===== config.mk =====
export PLATFORM = sky130hd
export DESIGN_NAME = unidade_controle_multiciclo
export DESIGN_NICKNAME = d
export VERILOG_FILES = /design/src/rtl/riscv_pkg.sv /design/src/rtl/decodificador_ula.sv /design/src/rtl/unidade_controle_multiciclo.sv
export SDC_FILE = /design/constraint.sdc
export NUM_CORES = 1
export LEC_CHECK = 0
export CAP_MARGIN = 10
export CELL_PAD_IN_SITES_DETAIL_PLACEMENT = 0
export CELL_PAD_IN_SITES_GLOBAL_PLACEMENT = 2
export CORE_MARGIN = 2
export CORE_UTILIZATION = 27
export CTS_CLUSTER_SIZE = 25
export DETAILED_ROUTE_END_ITERATION = 16
export HOLD_SLACK_MARGIN = 0.1
export PLACE_DENSITY_LB_ADDON = 0.2
export SYNTH_ARGS = -nofsm -noshare
export SYNTH_HDL_FRONTEND = slang
export SYNTH_HIERARCHICAL = 1
export SYNTH_SLANG_ARGS = --single-unit

===== constraint.sdc =====
create_clock -name clk -period 4.7 [get_ports clk]
set_input_delay 0.705 -clock clk [delete_from_list [all_inputs] [get_ports clk]]
set_output_delay 0.705 -clock clk [all_outputs]
set_load 0.02 [all_outputs]

===== src/rtl/riscv_pkg.sv =====
`default_nettype none
// ============================================================================
// Module      : riscv_pkg
// Description : Shared constants and types for the multi-cycle RV32I control
//               path: opcode values, ALUControl codes, datapath select codes,
//               the controller state enum and the ALU-decode class.
// Revision    : 1.0 - initial release
// ============================================================================
package riscv_pkg;

    // Opcodes (Instr[6:0])
    localparam logic [6:0] c_op_load   = 7'b0000011;
    localparam logic [6:0] c_op_store  = 7'b0100011;
    localparam logic [6:0] c_op_rtype  = 7'b0110011;
    localparam logic [6:0] c_op_itype  = 7'b0010011;
    localparam logic [6:0] c_op_branch = 7'b1100011;
    localparam logic [6:0] c_op_jal    = 7'b1101111;

    // ALUControl encoding shared with the datapath ULA
    localparam logic [3:0] c_alu_and  = 4'b0000;
    localparam logic [3:0] c_alu_or   = 4'b0001;
    localparam logic [3:0] c_alu_add  = 4'b0010;
    localparam logic [3:0] c_alu_sll  = 4'b0011;
    localparam logic [3:0] c_alu_xor  = 4'b0100;
    localparam logic [3:0] c_alu_srl  = 4'b0101;
    localparam logic [3:0] c_alu_sub  = 4'b0110;
    localparam logic [3:0] c_alu_slt  = 4'b0111;
    localparam logic [3:0] c_alu_sltu = 4'b1000;
    localparam logic [3:0] c_alu_sra  = 4'b1001;

    // ResultSrc selects
    localparam logic [1:0] c_res_aluout    = 2'b00;
    localparam logic [1:0] c_res_data      = 2'b01;
    localparam logic [1:0] c_res_aluresult = 2'b10;

    // ALUSrcA selects
    localparam logic [1:0] c_srca_pc    = 2'b00;
    localparam logic [1:0] c_srca_oldpc = 2'b01;
    localparam logic [1:0] c_srca_a     = 2'b10;

    // ALUSrcB selects
    localparam logic [1:0] c_srcb_b    = 2'b00;
    localparam logic [1:0] c_srcb_imm  = 2'b01;
    localparam logic [1:0] c_srcb_four = 2'b10;

    // Controller states
    typedef enum logic [3:0] {
        S_FETCH    = 4'd0,
        S_DECODE   = 4'd1,
        S_MEMADR   = 4'd2,
        S_MEMREAD  = 4'd3,
        S_MEMWB    = 4'd4,
        S_MEMWRITE = 4'd5,
        S_EXECUTER = 4'd6,
        S_EXECUTEI = 4'd7,
        S_ALUWB    = 4'd8,
        S_JAL      = 4'd9,
        S_BRANCH   = 4'd10,
        S_ERROR    = 4'd11
    } state_t;

    // Which field interpretation the ALU decoder applies
    typedef enum logic [1:0] {
        CLS_ADD    = 2'd0,
        CLS_RTYPE  = 2'd1,
        CLS_ITYPE  = 2'd2,
        CLS_BRANCH = 2'd3
    } alu_class_t;

endpackage
`default_nettype wire


===== src/rtl/decodificador_ula.sv =====
`default_nettype none
// ============================================================================
// Module      : decodificador_ula
// Description : Combinational ALU decoder. Maps {class, funct3, funct7[5]}
//               onto ALUControl and flags funct combinations that have no
//               meaning for the class.
//   i_alu_class     : interpretation (plain add, R-type, I-type, branch)
//   i_funct3        : Instr[14:12]
//   i_funct7_b5     : Instr[30]
//   o_alu_control   : ALU operation code
//   o_illegal_funct : funct fields invalid for this class
// Revision    : 1.0 - initial release
// ============================================================================
module decodificador_ula
    import riscv_pkg::*;
(
    input  alu_class_t  i_alu_class,
    input  logic [2:0]  i_funct3,
    input  logic        i_funct7_b5,
    output logic [3:0]  o_alu_control,
    output logic        o_illegal_funct
);

    always_comb begin
        o_alu_control   = c_alu_add;
        o_illegal_funct = 1'b0;
        case (i_alu_class)
            CLS_RTYPE, CLS_ITYPE: begin
                case (i_funct3)
                    3'b000: begin
                        // Only R-type can encode sub; addi with Instr[30]=1 is still add
                        if (i_alu_class == CLS_RTYPE && i_funct7_b5)
                            o_alu_control = c_alu_sub;
                        else
                            o_alu_control = c_alu_add;
                    end
                    3'b001:  o_alu_control = c_alu_sll;
                    3'b010:  o_alu_control = c_alu_slt;
                    3'b011:  o_alu_control = c_alu_sltu;
                    3'b100:  o_alu_control = c_alu_xor;
                    3'b101:  o_alu_control = i_funct7_b5 ? c_alu_sra : c_alu_srl;
                    3'b110:  o_alu_control = c_alu_or;
                    default: o_alu_control = c_alu_and;
                endcase
                // In R-type, Instr[30] is meaningful only for add/sub and srl/sra
                if (i_alu_class == CLS_RTYPE && i_funct7_b5 &&
                    i_funct3 != 3'b000 && i_funct3 != 3'b101)
                    o_illegal_funct = 1'b1;
            end
            CLS_BRANCH: begin
                case (i_funct3)
                    3'b000, 3'b001: o_alu_control = c_alu_sub;
                    3'b100, 3'b101: o_alu_control = c_alu_slt;
                    3'b110, 3'b111: o_alu_control = c_alu_sltu;
                    default: begin
                        o_alu_control   = c_alu_sub;
                        o_illegal_funct = 1'b1;
                    end
                endcase
            end
            default: o_alu_control = c_alu_add;
        endcase
    end

endmodule
`default_nettype wire


===== src/rtl/unidade_controle_multiciclo.sv =====
`default_nettype none
// ============================================================================
// Module      : unidade_controle_multiciclo
// Description : Multi-cycle RV32I controller sequencing the shared-memory
//               datapath. Supports R/I-type ALU, LW, SW, conditional branches
//               and JAL; handshakes memory via mem_req/mem_ready and counts
//               retired instructions.
//   clk, reset      : clock, synchronous active-high reset
//   opcode/funct3/funct7 : IR fields; Zero : ALU result is zero
//   mem_ready       : memory completes the current access this cycle
//   mem_req, AdrSrc, MemWrite, IRWrite, PCWrite, RegWrite : datapath controls
//   ResultSrc, ALUSrcA, ALUSrcB, ALUControl : datapath selects / ALU op
//   illegal_instr   : sticky error flag; instret : retired-instruction count
// Revision    : 1.0 - initial release
// ============================================================================
module unidade_controle_multiciclo
    import riscv_pkg::*;
#(
    parameter int INSTRET_W = 32
) (
    input  logic                 clk,
    input  logic                 reset,
    input  logic [6:0]           opcode,
    input  logic [2:0]           funct3,
    input  logic [6:0]           funct7,
    input  logic                 Zero,
    input  logic                 mem_ready,
    output logic                 mem_req,
    output logic                 AdrSrc,
    output logic                 MemWrite,
    output logic                 IRWrite,
    output logic                 PCWrite,
    output logic                 RegWrite,
    output logic [1:0]           ResultSrc,
    output logic [1:0]           ALUSrcA,
    output logic [1:0]           ALUSrcB,
    output logic [3:0]           ALUControl,
    output logic                 illegal_instr,
    output logic [INSTRET_W-1:0] instret
);

    state_t                 r_state;
    state_t                 w_next_state;
    logic [INSTRET_W-1:0]   r_instret;
    logic                   r_illegal;

    alu_class_t             w_alu_class;
    logic [3:0]             w_dec_alu;
    logic                   w_dec_illegal;
    logic                   w_funct7_ok;
    logic                   w_branch_taken;
    logic                   w_retire;

    logic                   w_mem_req, w_adr_src, w_mem_write;
    logic                   w_ir_write, w_pc_write, w_reg_write;
    logic [1:0]             w_result_src, w_alu_src_a, w_alu_src_b;
    logic [3:0]             w_alu_control;

    always_comb begin
        case (r_state)
            S_EXECUTER: w_alu_class = CLS_RTYPE;
            S_EXECUTEI: w_alu_class = CLS_ITYPE;
            S_BRANCH:   w_alu_class = CLS_BRANCH;
            default:    w_alu_class = CLS_ADD;
        endcase
    end

    decodificador_ula u_decodificador_ula (
        .i_alu_class     (w_alu_class),
        .i_funct3        (funct3),
        .i_funct7_b5     (funct7[5]),
        .o_alu_control   (w_dec_alu),
        .o_illegal_funct (w_dec_illegal)
    );

    // R-type funct7 must be 0000000 or 0100000; bit 5 is judged by the decoder
    assign w_funct7_ok = ((funct7 & 7'b1011111) == 7'b0000000);

    // sub result zero means equal; slt/sltu result zero means "not less than"
    always_comb begin
        case (funct3)
            3'b000:         w_branch_taken = Zero;
            3'b001:         w_branch_taken = ~Zero;
            3'b100, 3'b110: w_branch_taken = ~Zero;
            3'b101, 3'b111: w_branch_taken = Zero;
            default:        w_branch_taken = 1'b0;
        endcase
    end

    always_comb begin
        w_next_state  = r_state;
        w_retire      = 1'b0;
        w_mem_req     = 1'b0;
        w_adr_src     = 1'b0;
        w_mem_write   = 1'b0;
        w_ir_write    = 1'b0;
        w_pc_write    = 1'b0;
        w_reg_write   = 1'b0;
        w_result_src  = 2'b00;
        w_alu_src_a   = 2'b00;
        w_alu_src_b   = 2'b00;
        w_alu_control = 4'b0000;
        case (r_state)
            S_FETCH: begin
                w_mem_req     = 1'b1;
                w_alu_src_a   = c_srca_pc;
                w_alu_src_b   = c_srcb_four;
                w_alu_control = c_alu_add;
                w_result_src  = c_res_aluresult;
                if (mem_ready) begin
                    w_ir_write   = 1'b1;
                    w_pc_write   = 1'b1;
                    w_next_state = S_DECODE;
                end
            end
            S_DECODE: begin
                // Precompute OldPC + imm so branch/JAL find the target in ALUOut
                w_alu_src_a   = c_srca_oldpc;
                w_alu_src_b   = c_srcb_imm;
                w_alu_control = c_alu_add;
                case (opcode)
                    c_op_load, c_op_store: w_next_state = S_MEMADR;
                    c_op_rtype:            w_next_state = S_EXECUTER;
                    c_op_itype:            w_next_state = S_EXECUTEI;
                    c_op_branch:           w_next_state = S_BRANCH;
                    c_op_jal:              w_next_state = S_JAL;
                    default:               w_next_state = S_ERROR;
                endcase
            end
            S_MEMADR: begin
                w_alu_src_a   = c_srca_a;
                w_alu_src_b   = c_srcb_imm;
                w_alu_control = c_alu_add;
                if (funct3 != 3'b010)
                    w_next_state = S_ERROR;
                else if (opcode == c_op_load)
                    w_next_state = S_MEMREAD;
                else
                    w_next_state = S_MEMWRITE;
            end
            S_MEMREAD: begin
                w_mem_req    = 1'b1;
                w_adr_src    = 1'b1;
                w_result_src = c_res_aluout;
                if (mem_ready)
                    w_next_state = S_MEMWB;
            end
            S_MEMWB: begin
                w_result_src = c_res_data;
                w_reg_write  = 1'b1;
                w_retire     = 1'b1;
                w_next_state = S_FETCH;
            end
            S_MEMWRITE: begin
                w_mem_req   = 1'b1;
                w_adr_src   = 1'b1;
                w_mem_write = 1'b1;
                if (mem_ready) begin
                    w_retire     = 1'b1;
                    w_next_state = S_FETCH;
                end
            end
            S_EXECUTER: begin
                w_alu_src_a   = c_srca_a;
                w_alu_src_b   = c_srcb_b;
                w_alu_control = w_dec_alu;
                if (w_dec_illegal || !w_funct7_ok)
                    w_next_state = S_ERROR;
                else
                    w_next_state = S_ALUWB;
            end
            S_EXECUTEI: begin
                w_alu_src_a   = c_srca_a;
                w_alu_src_b   = c_srcb_imm;
                w_alu_control = w_dec_alu;
                w_next_state  = S_ALUWB;
            end
            S_ALUWB: begin
                w_result_src = c_res_aluout;
                w_reg_write  = 1'b1;
                w_retire     = 1'b1;
                w_next_state = S_FETCH;
            end
            S_JAL: begin
                // PC takes the target from ALUOut while the ALU forms OldPC+4 for rd
                w_alu_src_a   = c_srca_oldpc;
                w_alu_src_b   = c_srcb_four;
                w_alu_control = c_alu_add;
                w_result_src  = c_res_aluout;
                w_pc_write    = 1'b1;
                w_next_state  = S_ALUWB;
            end
            S_BRANCH: begin
                w_alu_src_a   = c_srca_a;
                w_alu_src_b   = c_srcb_b;
                w_alu_control = w_dec_alu;
                w_result_src  = c_res_aluout;
                if (w_dec_illegal) begin
                    w_next_state = S_ERROR;
                end else begin
                    w_pc_write   = w_branch_taken;
                    w_retire     = 1'b1;
                    w_next_state = S_FETCH;
                end
            end
            S_ERROR: w_next_state = S_ERROR;
            default: w_next_state = S_ERROR;
        endcase
    end

    always_ff @(posedge clk) begin
        if (reset) begin
            r_state   <= S_FETCH;
            r_instret <= '0;
            r_illegal <= 1'b0;
        end else begin
            r_state <= w_next_state;
            if (w_retire)
                r_instret <= r_instret + {{(INSTRET_W-1){1'b0}}, 1'b1};
            if (w_next_state == S_ERROR)
                r_illegal <= 1'b1;
        end
    end

    // Reset forces every output low immediately, abandoning any pending access
    assign mem_req       = w_mem_req   & ~reset;
    assign AdrSrc        = w_adr_src   & ~reset;
    assign MemWrite      = w_mem_write & ~reset;
    assign IRWrite       = w_ir_write  & ~reset;
    assign PCWrite       = w_pc_write  & ~reset;
    assign RegWrite      = w_reg_write & ~reset;
    assign ResultSrc     = reset ? 2'b00 : w_result_src;
    assign ALUSrcA       = reset ? 2'b00 : w_alu_src_a;
    assign ALUSrcB       = reset ? 2'b00 : w_alu_src_b;
    assign ALUControl    = reset ? 4'b0000 : w_alu_control;
    assign illegal_instr = r_illegal & ~reset;
    assign instret       = reset ? '0 : r_instret;

endmodule
`default_nettype wire


==> out/summary.txt <==
status -> finished, final reports clean
largest net degree at the start of global routing -> 36
core area -> 0.00928 sq mm
share of flip-flops with an asynchronous set or reset -> 0%
Top FF cell, synth -> dfxtp_1
Post-DP Area -> 0.00341 sq mm
Distinct cells, synth -> 54
setup TNS -> 0 ns
Most common cell on crit path -> nor2_1
antenna cells -> 0
top cell type by total area after synthesis -> dfxtp_1
Worst setup startpoint -> r_state[2]
Vias/cell -> 4.90
DP Worst Slack -> 0.846 ns
cts bufs inserted -> 5
first-pass GRT wire length -> 11700 um
worst setup path endpoint -> PCWrite
H-Tree Depth -> 2
WL final -> 7010 um
CTS resizes -> 0
Area Growth Syn to Fin -> 36.1%
Seq cells post-synth -> 37
NetSw -> 416 uW
syn nets -> 378
grt ovf -> 0
layout cells sized above 1 -> 5.76%
clk_lat worst skew -> 0.29 ns
Vias -> 2674
Critical R2R Capture -> r_instret[23]
initial antenna violation count -> 0
max frequency -> 239 MHz
Clock Pin Slew Worst Setup and Hold Paths -> 0.08 ns
yosys synthesis warning count -> 6
internal power -> 731 uW
DR WL/cell -> 12.8 um
maximum vdd drop -> 193 uV
number of port buffers -> 69
critical path, cell by cell -> xnor2_1 > nor2_1 > inv_1 > ha_1 > and4b_1 > a32oi_1 > o21ai_1 > nor4b_1 > nor2_1 > nor3_1 > clkdlybuf4s50_1
CP required -> 3.99 ns
Slew HR -> 70.3%
clock network fraction of total power -> 25.3%
Post-route DRC -> 0
synthesized area -> 0.00259 sq mm
# Post-CTS Setup Buffers -> 0
TritonRoute pass-1 iters -> 4
number of max-cap violations -> 0
die height -> 102 um
aggregate global-route resource usage -> 13.8%
Initial Util -> 27.9%
Hold WC Path Type -> register to register
die area -> 0.0104 sq mm
Post-synth EDFFs -> 0
crit start category -> register
CTS root buffer -> clkbuf_8
post-route ant nets -> 0
Tcrit/Tclk final -> 88.9%
min cycle time layout -> 4.18 ns
CTS tree -> yes
type of the worst setup path -> register to output port
CP max-delay cell -> clkdlybuf4s50_1
hpwl dp -> 5180 um
DR iter-0 viols -> 74
largest cells by area after synthesis -> dfxtp_1 (29%), nor2b_1 (7.7%), nor2_1 (5.2%)
fillers -> 1019
Clock Sinks -> 37
die extent in x -> 102 um
num ports -> 70
RSZ-0062 raised after global routing -> false
row cnt -> 35
clk buf depth -> 2
sw frac -> 36.3%
Synth Instances -> 353
Hold Fails Final Rpt -> 0
Crit. End Element -> output port
final slew viol count -> 0
Gate power share -> 43.4%
Yosys top cell area share -> 28.6%
nets -> 441
P_leak -> 1.17 nW
Reg power frac -> 31.3%
Final WS setup -> 0.521 ns
CTS Hold Bufs -> 0
slowest stage delay, CP -> 0.64 ns
fin area -> 0.00353 sq mm
PwrDens -> 325 mW/mm^2
Final Setup Violations -> 0
worst-case reg-to-reg path depth -> 14
Crit Path Max Fanout -> 13
routability cong. -> 0.804
worst-margin pin slew -> 0.444 ns
vias in the first global route -> 2374
Mean Syn Cell Area -> 7.34 sq um
flop2flop setup slack -> 0.85 ns
Layout Skew -> 0.00801 ns
Critical R2R Launch -> r_state[2]
Critical Path AT -> 3.47 ns
part of the Yosys area used for sequential elements -> 28.6%
==> stage by stage <==
step                      instances  power (mW)  hold slack (ns)  util (%)
after floorplan                 353       0.694            0.454         -
after global placement          538       0.871            0.472      36.7
after detailed placement        538       0.866            0.482      36.7
after CTS                       546        1.16            0.494      38.0
after global routing            546        1.23            0.538      38.0
final                           546        1.15            0.492      38.0
==> per-layer routing <==
metal / GRT usage (%) / part of all wire [%] / vias to the layer above
met2: 21.8 / 43 / 71
met1: 19.7 / 51 / 1202
met3: 2.19 / 4.8 / 6
li1: - / - / 1395
met4: 3.79 / 1.2 / 0
met5: 0 / 0 / -
==> synth_stat cells, drive strengths merged (6+ instances only) <==
cell type,n
nor2b,32
nand3,10
a21oi,26
or3,13
nor2,36
nor3,12
clkbuf,12
nand2,24
buf,9
o21ai,24
xor2,9
nand4,15
inv,10
or4,6
and2,7
dfxtp,37
==> registers in the layout, summed over array words and instances (netlist names) <==
| name | count |
|---|---|
| r_illegal | 1 |
| r_instret | 32 |
| r_state | 4 |
==> power groups by stage <==
| stage | clock [mW] | combinational [mW] | sequential (mW) |
|---|---|---|---|
| floorplan | 0 | 0.340 | 0.354 |
| finish | 0.290 | 0.498 | 0.359 |
| global placement | 0 | 0.506 | 0.365 |
| detailed placement | 0 | 0.500 | 0.366 |
| CTS | 0.298 | 0.504 | 0.359 |
| global route | 0.314 | 0.551 | 0.362 |
==> worst max-delay path, delay by kind of cell (launching register included) <==
family          cells  cell delay (ns)
simple gates        5             1.01
buf+inv             2             0.71
flops               1             0.58
xor+xnor            1             0.21
fa+ha+maj           1             0.38
compound gates      2             0.30
==> final cells by class <==
class	instances	area [sq um]	share of cell area [%]
timing repair buffer	77	746	21.1
clock inverter	1	30.0	0.851
multi-input combinational	285	1730	48.9
inverter	10	37.5	1.06
tap	129	161	4.58
sequential	37	741	21.0
clock buffer	7	86.3	2.45
==> how the worst min path moves through the flow <==
stage / endpoint / depth (start not counted) / startpoint / slack [ns]
2_1_floorplan: r_instret[31] / 2 / r_instret[31] / 0.45
3_3_place_gp: r_instret[31] / 2 / r_instret[31] / 0.47
3_5_place_dp: r_instret[31] / 2 / r_instret[31] / 0.48
4_1_cts: r_instret[31] / 2 / r_instret[31] / 0.49
5_1_grt: r_instret[31] / 2 / r_instret[31] / 0.54
6_report: r_instret[31] / 2 / r_instret[31] / 0.49
==> cell families after synthesis <==
family                     synth area share, %
muxes                                     1.64
buffers and inverters                     4.87
AOI/OAI and AO/OA                         18.5
adders and majority gates                 2.32
DFF                                       28.6
xor gates and xnor gates                  4.73
and+or+nand+nor                           39.4
==> cells in the final DEF (no fill, tap or decap), drive strengths merged, types with 9 or more instances in the layout <==
cell            n
nor3           12
nand2          24
nor2b          32
buf             9
nand3          10
dfxtp          37
nor2           36
clkdlybuf4s50  68
nand4          15
or3            13
inv            10
xor2            9
o21ai          24
a21oi          26
(Power assumes the default switching activity.)
